## config.mk

```make
export PLATFORM = sky130hd
export DESIGN_NAME = ttt_board_ctrl_flat
export DESIGN_NICKNAME = d
export VERILOG_FILES = /design/src/rtl/ttt_pkg.sv /design/src/rtl/ttt_board_ctrl_if.sv /design/src/rtl/ttt_line_detect.sv /design/src/rtl/ttt_board_ctrl.sv /design/src/flat_wrapper.sv
export SDC_FILE = /design/constraint.sdc
export NUM_CORES = 1
export LEC_CHECK = 0
export BUFFER_PORTS_ARGS = -buffer_cell sky130_fd_sc_hd__buf_2
export CORE_MARGIN = 4
export CORE_UTILIZATION = 40
export DETAILED_ROUTE_END_ITERATION = 8
export GPL_ROUTABILITY_DRIVEN = 0
export SETUP_SLACK_MARGIN = 0.4
export SYNTH_ARGS = -nofsm -noshare
export SYNTH_HDL_FRONTEND = slang
export SYNTH_SLANG_ARGS = --single-unit
```

## constraint.sdc

```tcl
create_clock -name clk -period 2.5 [get_ports clk]
set_input_delay 0.375 -clock clk [delete_from_list [all_inputs] [get_ports clk]]
set_output_delay 0.375 -clock clk [all_outputs]
set_load 0.05 [all_outputs]
```

## src/rtl/ttt_pkg.sv

```systemverilog
// Shared constants, state encoding and board helpers for the tic-tac-toe controller.
// Cell i = row*3+col sits at bits [2i+1:2i] of the 18-bit board.
package ttt_pkg;

   localparam logic [1:0] CELL_EMPTY = 2'b00;
   localparam logic [1:0] CELL_HUMAN = 2'b01;
   localparam logic [1:0] CELL_AI    = 2'b10;

   localparam logic [1:0] WIN_NONE  = 2'b00;
   localparam logic [1:0] WIN_HUMAN = 2'b01;
   localparam logic [1:0] WIN_AI    = 2'b10;
   localparam logic [1:0] WIN_DRAW  = 2'b11;

   typedef enum logic [2:0] {
      S_INIT,
      S_H_WAIT,
      S_H_CHECK,
      S_AI_SETTLE,
      S_AI_COMMIT,
      S_A_CHECK,
      S_DONE
   } state_t;

   function automatic logic [3:0] cell_idx(input logic [1:0] row, input logic [1:0] col);
      return ({2'b00, row} * 4'd3) + {2'b00, col};
   endfunction

   // Out-of-range coordinates are illegal regardless of board contents.
   function automatic logic cell_free(input logic [17:0] board, input logic [1:0] row,
                                      input logic [1:0] col);
      logic [17:0] sh;
      if (row > 2'd2 || col > 2'd2) return 1'b0;
      sh = board >> {cell_idx(row, col), 1'b0};
      return sh[1:0] == CELL_EMPTY;
   endfunction

   function automatic logic [17:0] set_cell(input logic [17:0] board, input logic [3:0] idx,
                                            input logic [1:0] val);
      return board | ({16'b0, val} << {idx, 1'b0});
   endfunction

endpackage

```

## src/rtl/ttt_board_ctrl_if.sv

```systemverilog
// Handshake and board bus between the game driver/ai stub (master) and the controller (slave).
interface ttt_board_ctrl_if;
   logic        new_game;
   logic        move_valid;
   logic        move_ready;
   logic [1:0]  move_row;
   logic [1:0]  move_col;
   logic        move_err;
   logic [17:0] registers;
   logic [1:0]  ai_row;
   logic [1:0]  ai_col;
   logic        ai_err;
   logic        game_over;
   logic [1:0]  winner;

   modport master (
      output new_game, move_valid, move_row, move_col, ai_row, ai_col,
      input  move_ready, move_err, registers, ai_err, game_over, winner
   );

   modport slave (
      input  new_game, move_valid, move_row, move_col, ai_row, ai_col,
      output move_ready, move_err, registers, ai_err, game_over, winner
   );
endinterface

```

## src/rtl/ttt_line_detect.sv

```systemverilog
// Combinational board evaluation: does i_player own any of the 8 lines, and is every cell used.
module ttt_line_detect
   import ttt_pkg::*;
(
   input  logic [17:0] i_registers,
   input  logic [1:0]  i_player,
   output logic        o_has_line,
   output logic        o_board_full
);

   logic [8:0] w_own;
   logic [8:0] w_used;

   always_comb begin
      w_own  = '0;
      w_used = '0;
      for (int i = 0; i < 9; i++) begin
         w_own[i]  = (i_registers[2*i +: 2] == i_player);
         w_used[i] = (i_registers[2*i +: 2] != CELL_EMPTY);
      end
   end

   assign o_has_line = (&w_own[2:0]) | (&w_own[5:3]) | (&w_own[8:6])
                     | (w_own[0] & w_own[3] & w_own[6])
                     | (w_own[1] & w_own[4] & w_own[7])
                     | (w_own[2] & w_own[5] & w_own[8])
                     | (w_own[0] & w_own[4] & w_own[8])
                     | (w_own[2] & w_own[4] & w_own[6]);

   assign o_board_full = &w_used;

endmodule

```

## src/rtl/ttt_board_ctrl.sv

```systemverilog
// Board owner: applies human moves, waits AI_SETTLE cycles for the ai block, commits its move,
// and latches win/draw/ai-error until new_game or reset.
module ttt_board_ctrl
   import ttt_pkg::*;
#(
   parameter int AI_SETTLE   = 2,
   parameter bit HUMAN_FIRST = 1'b1
)
(
   input  logic           clk,
   input  logic           rst_n,
   ttt_board_ctrl_if.slave bus
);

   state_t      r_state;
   logic [3:0]  r_cnt;
   logic [17:0] r_registers;
   logic        r_move_err;
   logic        r_ai_err;
   logic        r_game_over;
   logic [1:0]  r_winner;

   logic        w_move_legal;
   logic        w_ai_legal;
   logic [3:0]  w_move_idx;
   logic [3:0]  w_ai_idx;
   logic [1:0]  w_player;
   logic        w_has_line;
   logic        w_full;

   assign w_move_legal = cell_free(r_registers, bus.move_row, bus.move_col);
   assign w_ai_legal   = cell_free(r_registers, bus.ai_row, bus.ai_col);
   assign w_move_idx   = cell_idx(bus.move_row, bus.move_col);
   assign w_ai_idx     = cell_idx(bus.ai_row, bus.ai_col);
   assign w_player     = (r_state == S_A_CHECK) ? CELL_AI : CELL_HUMAN;

   ttt_line_detect u_line_detect (
      .i_registers  (r_registers),
      .i_player     (w_player),
      .o_has_line   (w_has_line),
      .o_board_full (w_full)
   );

   always_ff @(posedge clk or negedge rst_n) begin
      if (!rst_n) begin
         r_state     <= S_INIT;
         r_cnt       <= '0;
         r_registers <= '0;
         r_move_err  <= 1'b0;
         r_ai_err    <= 1'b0;
         r_game_over <= 1'b0;
         r_winner    <= WIN_NONE;
      end else if (bus.new_game) begin
         r_state     <= S_INIT;
         r_cnt       <= '0;
         r_registers <= '0;
         r_move_err  <= 1'b0;
         r_ai_err    <= 1'b0;
         r_game_over <= 1'b0;
         r_winner    <= WIN_NONE;
      end else begin
         r_move_err <= 1'b0;
         case (r_state)
            S_INIT: begin
               r_cnt   <= '0;
               r_state <= HUMAN_FIRST ? S_H_WAIT : S_AI_SETTLE;
            end
            S_H_WAIT: begin
               if (bus.move_valid) begin
                  if (w_move_legal) begin
                     r_registers <= set_cell(r_registers, w_move_idx, CELL_HUMAN);
                     r_state     <= S_H_CHECK;
                  end else begin
                     r_move_err <= 1'b1;
                  end
               end
            end
            S_H_CHECK, S_A_CHECK: begin
               // The detector is pointed at whoever just moved, selected from r_state.
               if (w_has_line) begin
                  r_winner    <= (r_state == S_A_CHECK) ? WIN_AI : WIN_HUMAN;
                  r_game_over <= 1'b1;
                  r_state     <= S_DONE;
               end else if (w_full) begin
                  r_winner    <= WIN_DRAW;
                  r_game_over <= 1'b1;
                  r_state     <= S_DONE;
               end else if (r_state == S_H_CHECK) begin
                  r_cnt   <= '0;
                  r_state <= S_AI_SETTLE;
               end else begin
                  r_state <= S_H_WAIT;
               end
            end
            S_AI_SETTLE: begin
               r_cnt <= r_cnt + 4'd1;
               if (r_cnt == 4'(AI_SETTLE - 1)) r_state <= S_AI_COMMIT;
            end
            S_AI_COMMIT: begin
               if (w_ai_legal) begin
                  r_registers <= set_cell(r_registers, w_ai_idx, CELL_AI);
                  r_state     <= S_A_CHECK;
               end else begin
                  r_ai_err    <= 1'b1;
                  r_game_over <= 1'b1;
                  r_state     <= S_DONE;
               end
            end
            S_DONE:  r_state <= S_DONE;
            default: r_state <= S_INIT;
         endcase
      end
   end

   assign bus.move_ready = (r_state == S_H_WAIT);
   assign bus.move_err   = r_move_err;
   assign bus.registers  = r_registers;
   assign bus.ai_err     = r_ai_err;
   assign bus.game_over  = r_game_over;
   assign bus.winner     = r_winner;

endmodule

```

## src/flat_wrapper.sv

```systemverilog
// flat-port wrapper written by rule: the top's interface ports become plain ports
module ttt_board_ctrl_flat import ttt_pkg::*;
#(
   parameter int AI_SETTLE   = 2,
   parameter bit HUMAN_FIRST = 1'b1
)
  (clk, rst_n, bus_new_game, bus_move_valid, bus_move_row, bus_move_col, bus_ai_row, bus_ai_col, bus_move_ready, bus_move_err, bus_registers, bus_ai_err, bus_game_over, bus_winner);
  ttt_board_ctrl_if bus_i ();
  input  logic clk;
  input  logic rst_n;
  input wire logic [$bits(bus_i.new_game)-1:0] bus_new_game;
  input wire logic [$bits(bus_i.move_valid)-1:0] bus_move_valid;
  input wire logic [$bits(bus_i.move_row)-1:0] bus_move_row;
  input wire logic [$bits(bus_i.move_col)-1:0] bus_move_col;
  input wire logic [$bits(bus_i.ai_row)-1:0] bus_ai_row;
  input wire logic [$bits(bus_i.ai_col)-1:0] bus_ai_col;
  output wire logic [$bits(bus_i.move_ready)-1:0] bus_move_ready;
  output wire logic [$bits(bus_i.move_err)-1:0] bus_move_err;
  output wire logic [$bits(bus_i.registers)-1:0] bus_registers;
  output wire logic [$bits(bus_i.ai_err)-1:0] bus_ai_err;
  output wire logic [$bits(bus_i.game_over)-1:0] bus_game_over;
  output wire logic [$bits(bus_i.winner)-1:0] bus_winner;
  assign bus_i.new_game = bus_new_game;
  assign bus_i.move_valid = bus_move_valid;
  assign bus_i.move_row = bus_move_row;
  assign bus_i.move_col = bus_move_col;
  assign bus_i.ai_row = bus_ai_row;
  assign bus_i.ai_col = bus_ai_col;
  assign bus_move_ready = bus_i.move_ready;
  assign bus_move_err = bus_i.move_err;
  assign bus_registers = bus_i.registers;
  assign bus_ai_err = bus_i.ai_err;
  assign bus_game_over = bus_i.game_over;
  assign bus_winner = bus_i.winner;
  ttt_board_ctrl #(.AI_SETTLE(AI_SETTLE), .HUMAN_FIRST(HUMAN_FIRST)) u_core (.clk(clk), .rst_n(rst_n), .bus(bus_i));
endmodule
```

* Word level (Yosys, flattened, before mapping)
Cells that the tools add are included.
** Word-level totals
- Register bits :: 30
- Output and inout port bits :: 24
- Input bits :: 12
- Word-level logic and storage cells :: 137
** Operators by class
- Bitwise logic cells :: 19
- Shift operators :: 4
- Mux-type cells :: 41
- Order comparisons :: 4
- Equality and inequality tests :: 26
- Reduce and logical (&&, ||, !) cells :: 31
- $mul :: 2
- Add/sub/neg operators :: 3
** Operators with widths (number)
- 2-to-1 mux 18 bit :: 4
- bitwise OR 18 bit :: 2
- case mux 18 bit (2 select lines) :: 1
- right shift 18 x 5 -> 2 bit :: 2
- nonzero test 2 bit :: 11
- == test 2 bit :: 9
- 2-to-1 mux 3 bit :: 6
- case mux 3 bit (6 select lines) :: 1
- left shift 1 x 5 -> 18 bit, first input constant :: 1
- left shift 2 x 5 -> 18 bit, first input constant :: 1
- 2-to-1 mux 1 bit :: 16
- 2-to-1 mux 4 bit :: 4
- AND reduction 3 bit :: 5
- 2-to-1 mux 2 bit :: 7
- != test 3 x 2 -> 1 bit, second input constant :: 4
- != test 3 bit, second input constant :: 4
- case mux 4 bit (3 select lines) :: 1
- AND 1 bit :: 10
- == test 3 bit, second input constant :: 3
- AND reduction 9 bit :: 1
- nonzero test 3 bit :: 3
- adder 4 x 2 -> 4 bit :: 2
- greater-than comparator 2 bit, second input constant :: 4
- multiplier 2 x 2 -> 4 bit, second input constant :: 2
- 15 further kinds :: 26

* Depth between registers and ports, before layout
Gate-level depths: netlist (run 1).
- Depth after elaboration :: 14
- Mapped depth :: 10
- Mapped depth without buffers :: 9

* Cells and area by module
From an unflattened synthesis (run 1), not the netlist that was laid out.
** Unflattened totals
- Cell total of the unflattened synthesis :: 254
- Area total of the unflattened synthesis :: 2217.1 um^2
** Modules (own cells, without submodules)
- ttt_board_ctrl :: seq. area each 750.7 um^2, area each 1804.2 um^2, times used 1, cells an instance 192
- ttt_line_detect :: seq. area each 0.0 um^2, area each 412.9 um^2, times used 1, cells an instance 62

* Worst setup path after synthesis (run 1)
OpenSTA, ideal clock, no wires.
- Path type :: input-to-reg
- From :: in bus_move_col[1]
- To :: reg u_core.r_state[0]
- Cell stages on the path :: 10
- Buffers on the path :: 1
- Library setup time :: 0.124 ns
- Slack :: -0.315 ns
- Required time :: 2.376 ns
- Arrival time :: 2.691 ns
- Cell sequence :: fa_1 -> ha_1 -> inv_1 -> fa_1 -> clkbuf_1 -> nand2_1 -> a2111oi_0 -> a211o_1 -> o21ai_0 -> a211o_1
** On the way
- Word-level cells in the longest chain between the ends :: 6
- Elaborated cells on any way between the ends :: 9
- Classes of those cells :: add/sub: 1; order compare: 1; eq/ne: 1; shift: 1; mux: 2; reduce/logical: 3
** RTL lines
- from (decl) :: RTL line flat_wrapper.sv:14 : input wire logic [$bits(bus_i.move_col)-1:0] bus_move_col;
- adder 4 x 2 -> 4 bit or greater-than comparator 2 bit (tied branches) :: RTL line ttt_pkg.sv:25, ttt_pkg.sv:32
- right shift 18 x 5 -> 2 bit or logical OR 1 bit (tied branches) :: RTL line ttt_pkg.sv:33, ttt_pkg.sv:32
- zero test 2 bit or 2-to-1 mux 1 bit (tied branches) :: RTL line ttt_pkg.sv:34, ttt_pkg.sv:32
- 2-to-1 mux 1 bit * :: RTL line ttt_pkg.sv:33 : sh = board >> {cell_idx(row, col), 1'b0};
- != test 3 x 2 -> 1 bit (no line) *
- AND reduction 3 bit (no line) *
- to (signal assigned) :: RTL line ttt_board_ctrl.sv:66 : r_state <= HUMAN_FIRST ? S_H_WAIT : S_AI_SETTLE;
- to (decl) :: RTL line ttt_board_ctrl.sv:15 : state_t r_state;
Mark *: on every way between the ends. The rest lies on a longest branch, timed or not.
A chain may end at the register's enable or synchronous reset.

* Worst setup path in the final report (run 1)
- From :: in bus_ai_col[1]
- To :: reg u_core.r_registers[7], in the netlist u_core.bus.registers[7]
** On the way
- Word-level cells in the longest chain between the ends :: 6
- Elaborated cells on any way between the ends :: 14
- Classes of those cells :: add/sub: 1; order compare: 1; eq/ne: 1; shift: 2; mux: 5; bitwise: 1; reduce/logical: 3
** RTL lines
- from (decl) :: RTL line flat_wrapper.sv:16 : input wire logic [$bits(bus_i.ai_col)-1:0] bus_ai_col;
- adder 4 x 2 -> 4 bit or greater-than comparator 2 bit (tied branches) :: RTL line ttt_pkg.sv:25, ttt_pkg.sv:32
- right shift 18 x 5 -> 2 bit (tied with other cells) :: RTL line ttt_pkg.sv:33
- zero test 2 bit (tied with other cells) :: RTL line ttt_pkg.sv:34 : return sh[1:0] == CELL_EMPTY;
- 2-to-1 mux 1 bit or 2-to-1 mux 18 bit (tied branches) :: RTL line ttt_pkg.sv:33, ttt_board_ctrl.sv:100
- != test 3 x 2 -> 1 bit (no line) or case mux 18 bit (2 select lines) (tied branches)
- AND reduction 4 bit (no line) or 2-to-1 mux 18 bit (tied branches)
- to (signal assigned) :: RTL line ttt_board_ctrl.sv:71 : r_registers <= set_cell(r_registers, w_move_idx, CELL_HUMAN);
- to (signal assigned) :: RTL line ttt_board_ctrl.sv:101 : r_registers <= set_cell(r_registers, w_ai_idx, CELL_AI);
- to (decl) :: RTL line ttt_board_ctrl.sv:17 : logic [17:0] r_registers;
Several ways; a longest one is shown, not always the timed one. The select of a mux whose other input is x is not followed.

==> flow_summary.json, run 1 <==
{
  "leakage_nw": 1.25,
  "synth-seq-cells": 30,
  "utilization_pct": 57.6,
  "path_class": "in2reg",
  "track_usage_pct": 20.0,
  "p_per_area_nw_per_um2": 524,
  "overflow": 0,
  "met2_usage_pct": 30.9,
  "syn-num-nets": 274,
  "grt_pass1_wl_microns": 10300,
  "port_buffers": 35,
  "clock_latency_ns": 0.29,
  "rsz0062_at_grt": "true",
  "top_usage_layer": "met2",
  "status": "finished clean",
  "synth_warnings": 0,
  "synth_ff_type": "dfrtp_1",
  "area_growth_pct": 37.5,
  "cts_made_buffers": 5,
  "stdcell_area_sq_um": 3000,
  "r2r_cells": 6,
  "slew_viol_final": 0,
  "power_frac_clock_pct": 26.7,
  "antenna_left": 0,
  "maxCapViolCount": 0,
  "nets": 341,
  "drive_gt1_share_pct": 38.1,
  "path_max_fanout": 4,
  "core_sq_um": 5200,
  "worstMarginPinSlew_ns": 0.705,
  "start_util_pct": 41.9,
  "required_ns": 2.69,
  "antenna_found_initial": 0,
  "dr_total_vias": 2246,
  "route.detailed.drc": 0,
  "drt_iter0_markers": 170,
  "synth_edf_count": 0,
  "wire_per_inst_microns": 16.7,
  "power.internal_mw": 0.979,
  "synth_async_sr_flop_share_pct": 100,
  "grt_use_met1_pct": 28.1,
  "h-tree-depth": 2,
  "synthDistinctLibCells": 55,
  "grt_pass1_vias": 2088,
  "globalRouteMet3Util_pct": 3.84,
  "final.fill_count": 479,
  "reg2reg_slack_ns": 0.47,
  "cts_tree": "built",
  "syn-cell-area_sq_um": 2180,
  "grt_start_max_net_pins": 31,
  "end_kind": "flop",
  "max_freq_ghz": 0.408,
  "clk_pin_slew_ns": 0.07,
  "num_rows": 26,
  "antenna_cells": 0,
  "pwr-share-seq_pct": 34.3,
  "syn_area_per_cell_sq_um": 8.72,
  "clockBufferDepth": 2,
  "clock-sinks": 30,
  "fin_crit_sh_pct": 98.2,
  "setup_tns_ns": 0,
  "p_sw_mw": 0.594,
  "num_io_pins": 36,
  "die-height_microns": 81.8,
  "p_comb_share_pct": 39.0,
  "hpwlAfterDp_microns": 4510,
  "hold_viol": 0,
  "hold_path.class": "in2async",
  "vdd_drop_max_uv": 232,
  "drt_pass1_iterations": 4,
  "die_x_microns": 81.8,
  "dieArea_sq_um": 6700,
  "skew_ns": 0.00499,
  "final_cell_count_no_fill": 388,
  "place_area_sq_um": 2650,
  "cp_data_arrival_time_ns": 2.65,
  "max_slew_margin_pct": 52.6,
  "multi_input_area_sq_um": 1500,
  "register_area_sq_um": 756,
  "sw_frac_of_total_pct": 37.7,
  "power_mw": 1.57,
  "period_minus_slack_ns": 2.45,
  "root_buffer": "clkbuf_8",
  "setup_violations": 0,
  "syn-instance-count": 250,
  "dp.cells": 373,
  "post_drt_via_cell_ratio": 5.79,
  "start_kind": "input port",
  "wirelength_microns": 6490,
  "yosysSeqAreaShare_pct": 34.4
}
what timing repair did:
| item | in CTS | in global routing |
|---|---|---|
| setup endpoints to repair | 25 | 30 |
| gates resized for setup | 23 | 10 |
| hold buffers | 0 | 0 |
| gates cloned | 1 | 0 |
| pin swaps | 15 | 13 |
| setup buffers | 2 | 4 |
layout make-up:
type | count | area share [%]
Clock buffer | 7 | 2.88
Timing Repair Buffer | 70 | 15.6
Multi-Input combinational cell | 184 | 50.0
Clock inverter | 1 | 0.167
Sequential cell | 30 | 25.2
Tap cell | 70 | 2.92
Inverter | 26 | 3.25
cells in the final DEF (no fill, tap or decap), types with 4 or more instances in the layout:
master	n
buf_4	33
inv_1	23
dfrtp_1	26
nand2b_1	9
clkbuf_8	6
o21ai_0	4
o211ai_1	4
o22ai_1	5
a31oi_1	4
nor2_2	4
nor3_1	10
a21oi_1	15
a211o_1	4
nor2_1	24
a311oi_1	4
nor2b_1	7
ha_1	6
dfrtp_2	4
o22ai_2	9
buf_2	33
nand2_1	12
o32ai_2	4
cells in the mapped netlist, drive strengths merged, types with 2 or more instances:
| library cell | instances | area [sq um] |
|---|---|---|
| a2111oi | 2 | 23.8 |
| a211o | 4 | 35.0 |
| a21oi | 15 | 75.1 |
| a221oi | 3 | 26.3 |
| a311oi | 5 | 43.8 |
| a31oi | 4 | 25.0 |
| a32oi | 3 | 26.3 |
| buf | 4 | 21.3 |
| clkbuf | 7 | 26.3 |
| dfrtp | 30 | 751 |
| fa | 4 | 80.1 |
| ha | 8 | 100 |
| inv | 26 | 97.6 |
| mux4 | 2 | 48.8 |
| nand2 | 12 | 45.0 |
| nand2b | 9 | 56.3 |
| nand3 | 4 | 20.0 |
| nand3b | 3 | 22.5 |
| nand4 | 3 | 18.8 |
| nor2 | 29 | 114 |
| nor2b | 7 | 43.8 |
| nor3 | 10 | 50.1 |
| nor3b | 2 | 15.0 |
| nor4 | 3 | 33.8 |
| o211ai | 4 | 30.0 |
| o21ai | 7 | 38.8 |
| o22ai | 15 | 93.8 |
| o32ai | 5 | 43.8 |
| or2 | 3 | 18.8 |
power groups by stage:
stage / logic, mW / clock network [mW] / registers (mW)
after floorplan: 0.344 / 0 / 0.553
after global routing: 0.667 / 0.444 / 0.543
after global placement: 0.531 / 0 / 0.547
after detailed placement: 0.536 / 0 / 0.547
final: 0.614 / 0.420 / 0.539
after CTS: 0.594 / 0.428 / 0.538
layer usage:
metal  share of wire [%]  wire (microns)
met1                  45            2940
met2                  47            3080
met3                 5.5             355
met4                 1.7             112
met5                   0               0
metrics by stage:
| stage | setup WS [ns] | hold slack [ns] |
|---|---|---|
| after floorplan | -0.134 | 0.0794 |
| after global placement | -0.300 | 0.461 |
| after detailed placement | -0.327 | 0.472 |
| after CTS | 0.0421 | 0.160 |
| after global routing | -0.0629 | 0.195 |
| final | 0.0460 | 0.135 |
kinds of logic (layout without fill, tap and decap cells):
kind of cell | Yosys count | in the layout | synth area share [%]
muxes | 2 | 2 | 2.24
and+or+nand+nor | 92 | 93 | 23.1
buffers and inverters | 37 | 104 | 6.66
adders and majority gates | 12 | 12 | 8.26
AOI/OAI and AO/OA | 77 | 77 | 25.4
DFF | 30 | 30 | 34.4
state kept, by name, indices dropped and copies added, names as in the netlist:
name                  flops
u_core.bus.move_err       1
u_core.bus.registers     18
u_core.bus.ai_err         1
u_core.r_state            3
u_core.bus.game_over      1
u_core.bus.winner         2
u_core.r_cnt              4
path summary, 6_finish.rpt:
kind	end	from
worst max-delay path	u_core.bus.registers[7]	bus_ai_col[1]
worst min-delay path	u_core.bus.registers[4]	rst_n
worst max register to register	u_core.bus.winner[0]	u_core.bus.registers[14]
worst min register to register	u_core.bus.ai_err	u_core.bus.ai_err
max in group asynchronous	u_core.bus.registers[14]	rst_n
min in group clk	u_core.bus.move_err	bus_move_valid
critical path: stages:
cell and delay, ns:
buf_6 0.10, fa_1 0.54, ha_2 0.17, fa_2 0.45, buf_4 0.18, nor2_4 0.10
or4b_4 0.52, o32ai_2 0.22
Power figures use the tool's default switching activity.
==> run 2, diff against run 1 <==
--- a/config.mk
+++ b/config.mk
@@ -6,6 +6,7 @@
 export NUM_CORES = 1
 export LEC_CHECK = 0
 export BUFFER_PORTS_ARGS = -buffer_cell sky130_fd_sc_hd__buf_2
+export CORE_ASPECT_RATIO = 0.9
 export CORE_MARGIN = 4
 export CORE_UTILIZATION = 40
 export DETAILED_ROUTE_END_ITERATION = 8
==> flow_summary.json, run 2 (synthesis gave the netlist of run 1 again) <==
{
  "path_max_fanout": 3,
  "setup_violations": 3,
  "largest_reg_flops": 18,
  "antenna_cells": 0,
  "max_slew_margin_pct": 50.8,
  "clk_pin_slew_ns": 0.07,
  "rsz0062_at_grt": "true",
  "end_kind": "flop",
  "power_mw": 1.69,
  "final_common_cell": "buf_4",
  "port_buffers": 35,
  "hpwlAfterDp_microns": 4700,
  "route.detailed.drc": 0,
  "violations": "setup timing",
  "h-tree-depth": 2,
  "skew_ns": 0.00423,
  "cts_made_buffers": 5,
  "r2r-start": "u_core.bus.registers[3]",
  "cp_data_arrival_time_ns": 2.72,
  "worstMarginPinSlew_ns": 0.732,
  "path_class": "in2reg",
  "period_minus_slack_ns": 2.53,
  "stdcell_area_sq_um": 3100,
  "clockBufferDepth": 2,
  "r2r_cells": 7,
  "hold_viol": 0,
  "drt_pass1_iterations": 7,
  "drt_iter0_markers": 261,
  "die_x_microns": 85.8,
  "max_freq_ghz": 0.395,
  "dp.cells": 373,
  "start_util_pct": 41.5,
  "start_kind": "input port",
  "grt_pass1_vias": 2292,
  "required_ns": 2.69,
  "leakage_nw": 1.30,
  "vdd_drop_max_uv": 253,
  "wire_per_inst_microns": 17.1,
  "place_area_sq_um": 2670,
  "setup_tns_ns": -0.0533,
  "overflow": 0,
  "reg2reg_slack_ns": 0.44,
  "crit-reg2reg-capture": "u_core.bus.registers[6]",
  "utilization_pct": 58.9,
  "drive_gt1_share_pct": 42.3,
  "grt_pass1_wl_microns": 11100,
  "area_growth_pct": 42.0,
  "clock-sinks": 30,
  "grt_start_max_net_pins": 31,
  "track_usage_pct": 21.0,
  "mostFrequentLayoutCells": "buf_4 (36), buf_2 (33), dfrtp_1 (25)",
  "cts_tree": "built",
  "fin_ws_ns": -0.0327,
  "core_sq_um": 5260,
  "slew_viol_final": 0,
  "num_rows": 25,
  "num_io_pins": 36,
  "antenna_left": 0,
  "hold_path.class": "in2async",
  "clock_latency_ns": 0.29,
  "final_cell_count_no_fill": 391,
  "p_per_area_nw_per_um2": 547,
  "wirelength_microns": 6700,
  "antenna_found_initial": 0,
  "fin_crit_sh_pct": 101,
  "dieArea_sq_um": 6700,
  "root_buffer": "clkbuf_8",
  "dr_total_vias": 2318,
  "postCtsHoldBufs": 0,
  "post_drt_via_cell_ratio": 5.93,
  "maxCapViolCount": 0,
  "status": "finished, violations left",
  "nets": 347,
  "die-height_microns": 78.1
}
==> run 2: what timing repair did <==
item,CTS,global route
gates cloned,1,0
gates resized for setup,19,26
setup endpoints to repair,25,30
pin swaps,5,15
buffers inserted,1,8
endpoints found under the hold margin,0,0
==> run 2: worst max-delay path by stage <==
| stage | from | to | slack, ns | depth (start not counted) |
|---|---|---|---|---|
| final | bus_move_col[1] | u_core.r_state[1] | -0.03 | 11 |
| after CTS | bus_ai_col[1] | u_core.bus.registers[1] | 0.03 | 8 |
| after global routing | bus_move_col[1] | u_core.r_state[1] | -0.13 | 11 |
| after global placement | bus_ai_col[1] | u_core.bus.registers[5] | -0.29 | 8 |
| after floorplan | bus_move_col[1] | u_core.r_state[0] | -0.13 | 10 |
| after detailed placement | bus_ai_col[1] | u_core.bus.registers[1] | -0.29 | 8 |
==> run 2: final cells by class <==
cell class / instances / area, sq um
Clock inverter: 3 / 40.0
Clock buffer: 5 / 68.8
Fill cell: 467 / 2160
Timing Repair Buffer: 76 / 523
Inverter: 26 / 97.6
Multi-Input combinational cell: 184 / 1530
Sequential cell: 30 / 757
Tap cell: 67 / 83.8
==> run 2: per-stage QoR <==
stage,hold slack (ns),worst slack [ns]
finish,0.136,-0.0327
global route,0.194,-0.133
CTS,0.162,0.0279
detailed placement,0.476,-0.290
global placement,0.463,-0.290
floorplan,0.0794,-0.134
==> run 2: report_power, final <==
part	total, mW	leakage (nW)	internal [mW]	switching, mW
clock	0.499	0.0579	0.293	0.205
combinational	0.650	0.833	0.273	0.377
sequential	0.544	0.407	0.508	0.0357
==> run 2: layer usage <==
metal	GRT usage, %	wire (microns)	part of all wire [%]	up-vias
li1	-	-	-	1079
met1	28.5	3080	46	1148
met2	33.7	3190	48	82
met3	3.88	337	5.0	9
met4	6.80	91	1.4	0
met5	0	0	0	-
==> run 2: worst max-delay path, stage by stage <==
cell and delay (ns):
buf_6 0.10, fa_1 0.54, ha_2 0.18, inv_2 0.04
fa_2 0.58, nand2_2 0.07, a2111oi_4 0.18, a211o_1 0.23
buf_4 0.14, o21ai_2 0.05, a311oi_1 0.24
